**config.mk**
```make
export PLATFORM = sky130hd
export DESIGN_NAME = axi_vga_fetch_flat
export DESIGN_NICKNAME = d
export VERILOG_FILES = /design/src/rtl/axi_vga_fetch_if.sv /design/src/rtl/axi_vga_fetch.sv /design/src/flat_wrapper.sv
export SDC_FILE = /design/constraint.sdc
export NUM_CORES = 1
export LEC_CHECK = 0
export ABC_AREA = 1
export CORE_ASPECT_RATIO = 0.5
export CORE_MARGIN = 1
export CORE_UTILIZATION = 44
export CTS_BUF_LIST = sky130_fd_sc_hd__clkbuf_4 sky130_fd_sc_hd__clkbuf_8
export DETAILED_ROUTE_END_ITERATION = 16
export PLACE_DENSITY = 0.84
export SLEW_MARGIN = 20
export SYNTH_ARGS = -nofsm -noshare
export SYNTH_HDL_FRONTEND = slang
export SYNTH_SLANG_ARGS = --single-unit
export TNS_END_PERCENT = 10
```
**constraint.sdc**
```tcl
create_clock -name clk_i -period 2.52 [get_ports clk_i]
set_input_delay 0.504 -clock clk_i [delete_from_list [all_inputs] [get_ports clk_i]]
set_output_delay 0.504 -clock clk_i [all_outputs]
set_load 0.005 [all_outputs]
```
**src/rtl/axi_vga_fetch_if.sv**
```systemverilog
// AXI4 read-address and read-data channels used by the frame fetcher.
interface axi_vga_fetch_if #(
  parameter int AXI_ADDR_W = 32,
  parameter int AXI_DATA_W = 64,
  parameter int AXI_ID_W   = 4
);
  logic                  arvalid;
  logic                  arready;
  logic [AXI_ADDR_W-1:0] araddr;
  logic [7:0]            arlen;
  logic [2:0]            arsize;
  logic [1:0]            arburst;
  logic [AXI_ID_W-1:0]   arid;
  logic                  rvalid;
  logic                  rready;
  logic [AXI_ID_W-1:0]   rid;
  logic [1:0]            rresp;
  logic [AXI_DATA_W-1:0] rdata;
  logic                  rlast;

  modport master (
    output arvalid, araddr, arlen, arsize, arburst, arid, rready,
    input  arready, rvalid, rid, rresp, rdata, rlast
  );

  modport slave (
    input  arvalid, araddr, arlen, arsize, arburst, arid, rready,
    output arready, rvalid, rid, rresp, rdata, rlast
  );
endinterface

```
**src/rtl/axi_vga_fetch.sv**
```systemverilog
// Fetches one frame of TOTAL_BYTE bytes over AXI4 in fixed INCR bursts and scatters the beats
// into up to four destination regions. Define AXI_VGA_FETCH_RRESP_CHECK_EN to abort frames on bad RRESP.
module axi_vga_fetch #(
  parameter int          AXI_ADDR_W    = 32,
  parameter int          AXI_DATA_W    = 64,
  parameter int          AXI_ID_W      = 4,
  parameter int          BURST_BEATS   = 8,
  parameter int          N_REGION      = 3,
  parameter logic [63:0] REGION_LENS   = {16'd0, 16'd300, 16'd2400, 16'd2400},
  parameter int          TOTAL_BYTE    = 5120,
  parameter int          REFRESH_DELAY = 833333
) (
  input  logic                  clk_i,
  input  logic                  rst_ni,
  axi_vga_fetch_if.master       m_axi,
  input  logic                  cfg_en_i,
  input  logic [AXI_ADDR_W-1:0] cfg_baseaddr_i,
  input  logic                  kick_i,
  output logic                  wr_en_o,
  output logic [1:0]            wr_region_o,
  output logic [15:0]           wr_addr_o,
  output logic [AXI_DATA_W-1:0] wr_data_o,
  output logic                  busy_o,
  output logic                  frame_done_o,
  output logic                  err_o
);
  localparam int BEAT_BYTES = AXI_DATA_W / 8;
  localparam int BSH        = $clog2(BEAT_BYTES);
  localparam int CW         = $clog2(TOTAL_BYTE + 1);
  localparam int RCW        = $clog2(REFRESH_DELAY + 1);

  function automatic int region_start(input int k);
    int s;
    s = 0;
    for (int i = 0; i < k; i++) s += int'(REGION_LENS[i*16 +: 16]);
    return s;
  endfunction

  typedef enum logic [1:0] {IDLE, AR, R, NEXT} state_e;

  state_e                state_q;
  logic [CW-1:0]         byte_cnt_q;
  logic [AXI_ADDR_W-1:0] base_q;
  logic [RCW-1:0]        refresh_q;
  logic                  pending_q;
  logic                  abort_q;
  logic                  err_q;
  logic                  done_q;

  logic start;
  logic refresh_wrap;
  logic beat_acc;
  logic resp_bad;
  logic [31:0] off32;
  logic [N_REGION-1:0] hit;
  logic [N_REGION-1:0][15:0] rel_addr;

  assign start        = (state_q == IDLE) && cfg_en_i && pending_q;
  assign refresh_wrap = (refresh_q == RCW'(REFRESH_DELAY));
  assign beat_acc     = m_axi.rvalid && m_axi.rready;
  assign off32        = 32'(byte_cnt_q);

`ifdef AXI_VGA_FETCH_RRESP_CHECK_EN
  assign resp_bad = (m_axi.rresp != 2'b00);
`else
  assign resp_bad = 1'b0;
`endif

  assign m_axi.arvalid = (state_q == AR);
  assign m_axi.araddr  = base_q + AXI_ADDR_W'(byte_cnt_q);
  assign m_axi.arlen   = 8'(BURST_BEATS - 1);
  assign m_axi.arsize  = 3'(BSH);
  assign m_axi.arburst = 2'b01;
  assign m_axi.arid    = '0;
  assign m_axi.rready  = (state_q == R);

  // Each region owns the half-open byte window [start, start+len) of the frame.
  for (genvar gi = 0; gi < N_REGION; gi++) begin : g_region
    localparam int LO = region_start(gi);
    localparam int HI = LO + int'(REGION_LENS[gi*16 +: 16]);
    assign hit[gi]      = (off32 >= 32'(LO)) && (off32 < 32'(HI));
    assign rel_addr[gi] = 16'((off32 - 32'(LO)) >> BSH);
  end

  always_comb begin
    wr_region_o = '0;
    wr_addr_o   = '0;
    for (int k = 0; k < N_REGION; k++) begin
      if (hit[k]) begin
        wr_region_o = 2'(k);
        wr_addr_o   = rel_addr[k];
      end
    end
    // Once a burst has gone bad its remaining beats are drained without writing.
    wr_en_o = beat_acc && (|hit) && !resp_bad && !abort_q;
  end

  assign wr_data_o    = m_axi.rdata;
  assign busy_o       = (state_q != IDLE);
  assign frame_done_o = done_q;
  assign err_o        = err_q;

  always_ff @(posedge clk_i or negedge rst_ni) begin
    if (!rst_ni) begin
      state_q    <= IDLE;
      byte_cnt_q <= '0;
      base_q     <= '0;
      refresh_q  <= '0;
      pending_q  <= 1'b0;
      abort_q    <= 1'b0;
      err_q      <= 1'b0;
      done_q     <= 1'b0;
    end else begin
      done_q    <= 1'b0;
      refresh_q <= refresh_wrap ? '0 : refresh_q + 1'b1;
      // A request landing on the start cycle is kept rather than swallowed.
      if (refresh_wrap || kick_i) pending_q <= 1'b1;
      else if (start)             pending_q <= 1'b0;

      case (state_q)
        IDLE: begin
          if (start) begin
            state_q    <= AR;
            byte_cnt_q <= '0;
            base_q     <= cfg_baseaddr_i;
            abort_q    <= 1'b0;
            err_q      <= 1'b0;
          end
        end
        AR: begin
          if (m_axi.arready) state_q <= R;
        end
        R: begin
          if (beat_acc) begin
            byte_cnt_q <= byte_cnt_q + CW'(BEAT_BYTES);
            if (resp_bad) begin
              abort_q <= 1'b1;
              err_q   <= 1'b1;
            end
            if (m_axi.rlast) state_q <= NEXT;
          end
        end
        NEXT: begin
          if ((byte_cnt_q == CW'(TOTAL_BYTE)) || !cfg_en_i || abort_q) begin
            state_q <= IDLE;
            done_q  <= (byte_cnt_q == CW'(TOTAL_BYTE)) && !abort_q;
          end else begin
            state_q <= AR;
          end
        end
        default: state_q <= IDLE;
      endcase
    end
  end
endmodule

```
**src/flat_wrapper.sv**
```systemverilog
// flat-port wrapper written by rule: the top's interface ports become plain ports
module axi_vga_fetch_flat 
#(
  parameter int          AXI_ADDR_W    = 32,
  parameter int          AXI_DATA_W    = 64,
  parameter int          AXI_ID_W      = 4,
  parameter int          BURST_BEATS   = 8,
  parameter int          N_REGION      = 3,
  parameter logic [63:0] REGION_LENS   = {16'd0, 16'd300, 16'd2400, 16'd2400},
  parameter int          TOTAL_BYTE    = 5120,
  parameter int          REFRESH_DELAY = 833333
)
  (clk_i, rst_ni, cfg_en_i, cfg_baseaddr_i, kick_i, wr_en_o, wr_region_o, wr_addr_o, wr_data_o, busy_o, frame_done_o, err_o, m_axi_arvalid, m_axi_araddr, m_axi_arlen, m_axi_arsize, m_axi_arburst, m_axi_arid, m_axi_rready, m_axi_arready, m_axi_rvalid, m_axi_rid, m_axi_rresp, m_axi_rdata, m_axi_rlast);
  axi_vga_fetch_if #(.AXI_ADDR_W(AXI_ADDR_W), .AXI_DATA_W(AXI_DATA_W), .AXI_ID_W(AXI_ID_W)) m_axi_i ();
  input  logic clk_i;
  input  logic rst_ni;
  input  logic cfg_en_i;
  input  logic [AXI_ADDR_W-1:0] cfg_baseaddr_i;
  input  logic kick_i;
  output logic wr_en_o;
  output logic [1:0] wr_region_o;
  output logic [15:0] wr_addr_o;
  output logic [AXI_DATA_W-1:0] wr_data_o;
  output logic busy_o;
  output logic frame_done_o;
  output logic err_o;
  output wire logic [$bits(m_axi_i.arvalid)-1:0] m_axi_arvalid;
  output wire logic [$bits(m_axi_i.araddr)-1:0] m_axi_araddr;
  output wire logic [$bits(m_axi_i.arlen)-1:0] m_axi_arlen;
  output wire logic [$bits(m_axi_i.arsize)-1:0] m_axi_arsize;
  output wire logic [$bits(m_axi_i.arburst)-1:0] m_axi_arburst;
  output wire logic [$bits(m_axi_i.arid)-1:0] m_axi_arid;
  output wire logic [$bits(m_axi_i.rready)-1:0] m_axi_rready;
  input wire logic [$bits(m_axi_i.arready)-1:0] m_axi_arready;
  input wire logic [$bits(m_axi_i.rvalid)-1:0] m_axi_rvalid;
  input wire logic [$bits(m_axi_i.rid)-1:0] m_axi_rid;
  input wire logic [$bits(m_axi_i.rresp)-1:0] m_axi_rresp;
  input wire logic [$bits(m_axi_i.rdata)-1:0] m_axi_rdata;
  input wire logic [$bits(m_axi_i.rlast)-1:0] m_axi_rlast;
  assign m_axi_arvalid = m_axi_i.arvalid;
  assign m_axi_araddr = m_axi_i.araddr;
  assign m_axi_arlen = m_axi_i.arlen;
  assign m_axi_arsize = m_axi_i.arsize;
  assign m_axi_arburst = m_axi_i.arburst;
  assign m_axi_arid = m_axi_i.arid;
  assign m_axi_rready = m_axi_i.rready;
  assign m_axi_i.arready = m_axi_arready;
  assign m_axi_i.rvalid = m_axi_rvalid;
  assign m_axi_i.rid = m_axi_rid;
  assign m_axi_i.rresp = m_axi_rresp;
  assign m_axi_i.rdata = m_axi_rdata;
  assign m_axi_i.rlast = m_axi_rlast;
  axi_vga_fetch #(.AXI_ADDR_W(AXI_ADDR_W), .AXI_DATA_W(AXI_DATA_W), .AXI_ID_W(AXI_ID_W), .BURST_BEATS(BURST_BEATS), .N_REGION(N_REGION), .REGION_LENS(REGION_LENS), .TOTAL_BYTE(TOTAL_BYTE), .REFRESH_DELAY(REFRESH_DELAY)) u_core (.clk_i(clk_i), .rst_ni(rst_ni), .m_axi(m_axi_i), .cfg_en_i(cfg_en_i), .cfg_baseaddr_i(cfg_baseaddr_i), .kick_i(kick_i), .wr_en_o(wr_en_o), .wr_region_o(wr_region_o), .wr_addr_o(wr_addr_o), .wr_data_o(wr_data_o), .busy_o(busy_o), .frame_done_o(frame_done_o), .err_o(err_o));
endmodule
```
# ---- Word-level counts from Yosys, hierarchy flattened
# Cells that the tools add are included.
dict set report totals {
  regBits 69
  latch_bits 0
  ramBits 0
  rom_bits 0
  input_bits 109
  n_memories 0
}
dict set report op_classes {
  n_addsub 5
  mul 0
  n_div 0
  magnitude_cmp 6
  eq_ne 9
  shifts 0
  mux 19
  bitwise_logic 0
  reduce_logical 18
}
# cell n
set ops {}
lappend ops {{32-bit by 13-bit adder with 32-bit output} 1}
lappend ops {{16-bit two-way mux} 2}
lappend ops {{13-bit < comparator (second input constant)} 2}
lappend ops {{13-bit two-way mux} 2}
lappend ops {{13-bit one-hot mux with 2 select lines} 1}
lappend ops {{20-bit by 1-bit adder with 20-bit output (second input constant)} 1}
lappend ops {{20-bit == test (second input constant)} 1}
lappend ops {{20-bit two-way mux} 1}
lappend ops {{13-bit by 12-bit subtractor with 14-bit output (second input constant)} 1}
lappend ops {{13-bit by 13-bit subtractor with 14-bit output (second input constant)} 1}
lappend ops {{13-bit by 4-bit adder with 13-bit output (second input constant)} 1}
lappend ops {{13-bit == test (second input constant)} 1}
lappend ops {{13-bit by 1-bit >= comparator with 1-bit output (second input constant)} 1}
lappend ops {{13-bit by 12-bit >= comparator with 1-bit output (second input constant)} 1}
lappend ops {{13-bit >= comparator (second input constant)} 1}
lappend ops {{13-bit by 12-bit < comparator with 1-bit output (second input constant)} 1}
lappend ops {{10-bit two-way mux} 1}
lappend ops {{2-bit two-way mux} 5}
lappend ops {{2-bit one-hot mux with 4 select lines} 1}
lappend ops {{1-bit logical AND} 7}
lappend ops {{1-bit two-way mux} 6}
lappend ops {{2-bit nonzero test} 3}
lappend ops {{2-bit == test (second input constant)} 2}
lappend ops {{2-bit by 1-bit inequality test with 1-bit output (second input constant)} 2}
lappend ops {{9 further kinds} 11}

# ---- Logic depth before layout (Yosys ltp)
dict set report depth {
  ltp_word 5
  ltp_mapped 11
  ltp_nobuf 11
}

# ---- Least setup slack after synthesis
# Ideal clock, no wire load.
dict set report synth_path {
  kind {reg-to-output}
  start {register u_core.byte_cnt_q[7]}
  end {output wr_addr_o[11]}
  arrival_ns 1.646
  t_required_ns 2.016
  setup_slack_ns 0.370
  path_stages_with_launch 11
  path_cell_list {dfrtp_1 > ha_1 > nor2_1 > o21ai_2 > nand2_2 > nand2_2 > nand2_4 > inv_6 > nand2_4 > nand2_1 > buf_4}
}
dict set report synth_between {
  elab_chain_cells 4
  elab_cells_between_ends 10
  cone_classes {add/sub (2); order compare (4); mux (2); reduce/logical (2)}
}
# element line
set synth_rtl {}
lappend synth_rtl {{from (decl)} axi_vga_fetch.sv:42} ;# logic [CW-1:0] byte_cnt_q;
lappend synth_rtl {{from (signal assigned)} axi_vga_fetch.sv:135} ;# byte_cnt_q <= byte_cnt_q + CW'(BEAT_BYTES);
lappend synth_rtl {{13-bit by 12-bit >= comparator with 1-bit output / 13-bit < comparator (equally long branches)} axi_vga_fetch.sv:81} ;# assign hit[gi] = (off32 >= 32'(LO)) && (off32 < 32'(HI));
lappend synth_rtl {{1-bit logical AND} axi_vga_fetch.sv:81}
lappend synth_rtl {{16-bit two-way mux} axi_vga_fetch.sv:89} ;# if (hit[k]) begin
lappend synth_rtl {{16-bit two-way mux (*)} axi_vga_fetch.sv:89}
lappend synth_rtl {{to (decl)} flat_wrapper.sv:22} ;# output logic [15:0] wr_addr_o;
# Mark *: on every way between the ends. The rest lies on a longest branch, timed or not.

# ---- Worst setup path in the final report
dict set report layout_path {
  start {register u_core.byte_cnt_q[4]}
  end {output m_axi_araddr[25]}
}
dict set report layout_between {
  elab_chain_cells 1
}
# element line
set layout_rtl {}
lappend layout_rtl {{32-bit by 13-bit adder with 32-bit output} axi_vga_fetch.sv:70} ;# assign m_axi.araddr = base_q + AXI_ADDR_W'(byte_cnt_q);
lappend layout_rtl {{to (decl)} flat_wrapper.sv:28} ;# output wire logic [$bits(m_axi_i.araddr)-1:0] m_axi_araddr;
# No other way between the ends.

==> results.tsv <==
metric	value	unit
Wirelength per Cell	15.8	um
Crit path largest cell delay	470	ps
CP Cell Sequence	ha_4, nand2_1, nand2_2, nand2_1, nand2_2, buf_4, nand2_1, nand2_2, nand2_1, nand2_1, nand3_1, nand2_1, clkdlybuf4s15_2	
Fill cells	1054	
Tcrit/Tclk final	1.08	
H-Tree Depth	3	
Rows	29	
Critical Path RT	2020	ps
initial antenna violation count	0	
RSZ-0062 raised after global routing	yes	
Max FO, Critical Path	4	
CTS Buf Count	9	
fin nets	1046	
largest net degree at the start of global routing	47	
clk sinks	66	
PwrDens	792	nW/um^2
fin. max-slew vios	0	
P_leak	3.79	nW
Post-DP HPWL	12.5	mm
peak supply drop	0.354	mV
DIE HEIGHT	82.7	um
DRC Markers	0	
Mapped Cells	815	
Final Instance Count excl. Fillers	1089	
Yosys reg bits	66	
Distinct cells, synth	38	
Max-slew headroom	0.659	
clk slew on worst S/H paths	80	ps
CP Buf/Inv Count	2	
CP Data Arrival Time	2220	ps
final WL	17.2	mm
drt first pass iters	6	
area delta synth->final	28.0	%
slowest CP cell	dfrtp_2	
vias in the first global route	5342	
mapped cell area	5730	um^2
most frequent cell on the critical path	nand2_1	
port bufs	93	
Synth Area per Inst	7.03	um^2
post-layout min period	2730	ps
Startpoint Class	flop	
Crit. End Element	output pin	
pre-CTS WS	-116	ps
Antenna Cells	0	
synth warn	0	
First DRT Iteration DRCs	342	
clk_skew	15.3	ps
Seq/Total Area, Yosys	0.288	
IO Pins	246	
Final Worst Setup Slack	-208	ps
worst-skew pair later-pin latency	350	ps
vias per std cell	5.16	
Starting Density	0.452	
Final Setup Violations	34	
number of vias in the routed layout	5618	
Worst Setup Path Type	flop to output pin	
Hold WC Path Type	primary input to async pin	
number of max-cap violations	0	
CP delay by family, top	simple AND/OR/NAND/NOR gates	
Setup TNS Final	-2300	ps
grt ovf	0	
CTS max path bufs	2	
status	finished, violations left	
first-pass GRT wire length	26.0	mm
placed insts	1054	
die span in x	163	um
layout cells sized above 1	0.279	
Hold Vio Cnt, Final	0	
Root Buffer	clkbuf_8	
Fin Hold WS	106	ps
residual antenna-violating net count after detailed routing	0	
slew of the pin with the lowest slew margin	512	ps
CTS tree	done	
Core ar.	12700	um^2
f_max	367	MHz
die area	13500	um^2
GP Congestion	0.959	
violated checks	negative setup slack	
overall routing resource usage	0.250	
==> cell type report <==
cell class                      count  area (um^2)  share of cell area
Clock buffer                       11          145              0.0198
Clock inverter                      5         40.0             0.00546
Inverter                          107          415              0.0567
Multi-Input combinational cell    556         3350               0.457
Sequential cell                    66         1660               0.226
Tap cell                          170          213              0.0290
Timing Repair Buffer              174         1510               0.206
==> power breakdown <==
group | leakage, nW | internal, mW | switching (mW) | total [mW]
Clock | 0.0852 | 0.398 | 0.439 | 0.837
Combinational | 2.89 | 1.62 | 1.65 | 3.27
Sequential | 0.809 | 1.36 | 0.340 | 1.70
==> registers in the layout, indices dropped and copies added, names as in the netlist <==
name	cells
u_core.refresh_q	20
u_core.pending_q	1
u_core.byte_cnt_q	10
u_core.base_q	32
u_core.state_q	2
u_core.frame_done_o	1
==> kinds of logic (layout without fill, tap and decap cells) <==
group | after synthesis | count (layout) | share of synthesized area
fa+ha+maj | 23 | 23 | 0.0502
compound gates | 44 | 44 | 0.0435
buf+inv | 209 | 297 | 0.202
other cells | 2 | 18 | 0.00131
xor+xnor | 21 | 21 | 0.0321
mux | 22 | 22 | 0.0433
flops | 66 | 66 | 0.288
simple gates | 428 | 428 | 0.339
==> cell usage after synthesis <==
cell type  number  share of area
inv_1          97          0.064
or2_2           1         0.0011
nand2_2         9         0.0098
nand3_1        57          0.050
o21ai_0        17          0.015
o211ai_1        1         0.0013
o22ai_1         1         0.0011
ha_1           23          0.050
nor3b_2         1         0.0022
nand3b_4        1         0.0035
o21ai_1         2         0.0017
o21ai_2         3         0.0046
clkbuf_1        3         0.0020
buf_2           4         0.0035
inv_6           1         0.0015
xnor2_1         2         0.0031
buf_4          93           0.12
nand4_1        24          0.026
xor2_1         19          0.029
buf_6           2         0.0039
nor2_1         89          0.058
nand3b_1        8          0.010
inv_2           9         0.0059
nand2_4         3         0.0059
dfrtp_1        66           0.29
nor3_4          2         0.0057
nor2_2          2         0.0022
nor3_1         13          0.011
conb_1          2         0.0013
or2_1           3         0.0033
nand3_2         4         0.0070
a21boi_0        1         0.0013
nor3b_1         2         0.0026
a21oi_1        18          0.016
a21oi_4         1         0.0028
mux2_2         22          0.043
nand2_1       207           0.14
nor2_4          2         0.0039
==> worst register-to-register path, cell delays in order (launching register included) <==
cell and delay (ps):
dfrtp_1 420, inv_1 90, ha_1 240, nand3_2 80, buf_4 440, mux2_2 420
==> layer usage <==
| layer | vias to the layer above | routed length, um | global-route usage |
|---|---|---|---|
| met5 | - | 0 | 0 |
| met1 | 2594 | 6520 | 0.284 |
| met2 | 321 | 8590 | 0.457 |
| li1 | 2664 | - | - |
| met3 | 39 | 1750 | 0.0689 |
| met4 | 0 | 357 | 0.0925 |
==> path summary, 6_finish.rpt <==
| path | startpoint | endpoint | slack, ps | depth (start not counted) |
|---|---|---|---|---|
| max | u_core.byte_cnt_q[4] | m_axi_araddr[25] | -210 | 13 |
| min | rst_ni | u_core.refresh_q[3] | 110 | 1 |
| max reg2reg | u_core.state_q[0] | u_core.base_q[9] | 700 | 5 |
| min reg2reg | u_core.base_q[0] | u_core.base_q[0] | 520 | 1 |
| max in group asynchronous | rst_ni | u_core.byte_cnt_q[6] | 1770 | 2 |
| min in group clk_i | u_core.base_q[0] | u_core.base_q[0] | 520 | 1 |
==> cell usage in the layout (no fill, tap or decap), types with 22 or more instances in the layout <==
cell type,n
buf_4,66
clkdlybuf4s50_1,46
dfrtp_1,62
inv_1,90
mux2_2,22
nand2_1,186
nand2_2,24
nand3_1,50
nand4_1,24
nor2_1,77
==> stage by stage <==
| step | instance area [um^2] | util | total power [mW] |
|---|---|---|---|
| finish | 7330 | 0.579 | 5.80 |
| detailed placement | 6670 | 0.526 | 4.67 |
| global placement | 6670 | 0.526 | 4.60 |
| CTS | 7290 | 0.576 | 5.69 |
| global route | 7330 | 0.579 | 6.21 |
| floorplan | 5790 | - | 3.23 |
==> repair_timing <==
| item | in CTS | in global routing |
|---|---|---|
| gates cloned | 0 | 0 |
| pin swaps | 20 | 15 |
| gates resized for setup | 172 | 56 |
| endpoints found under the setup margin | 46 | 42 |
| hold buffers | 0 | 0 |
| setup buffers | 16 | 3 |
No activity file was read; power rests on OpenSTA's default activity.
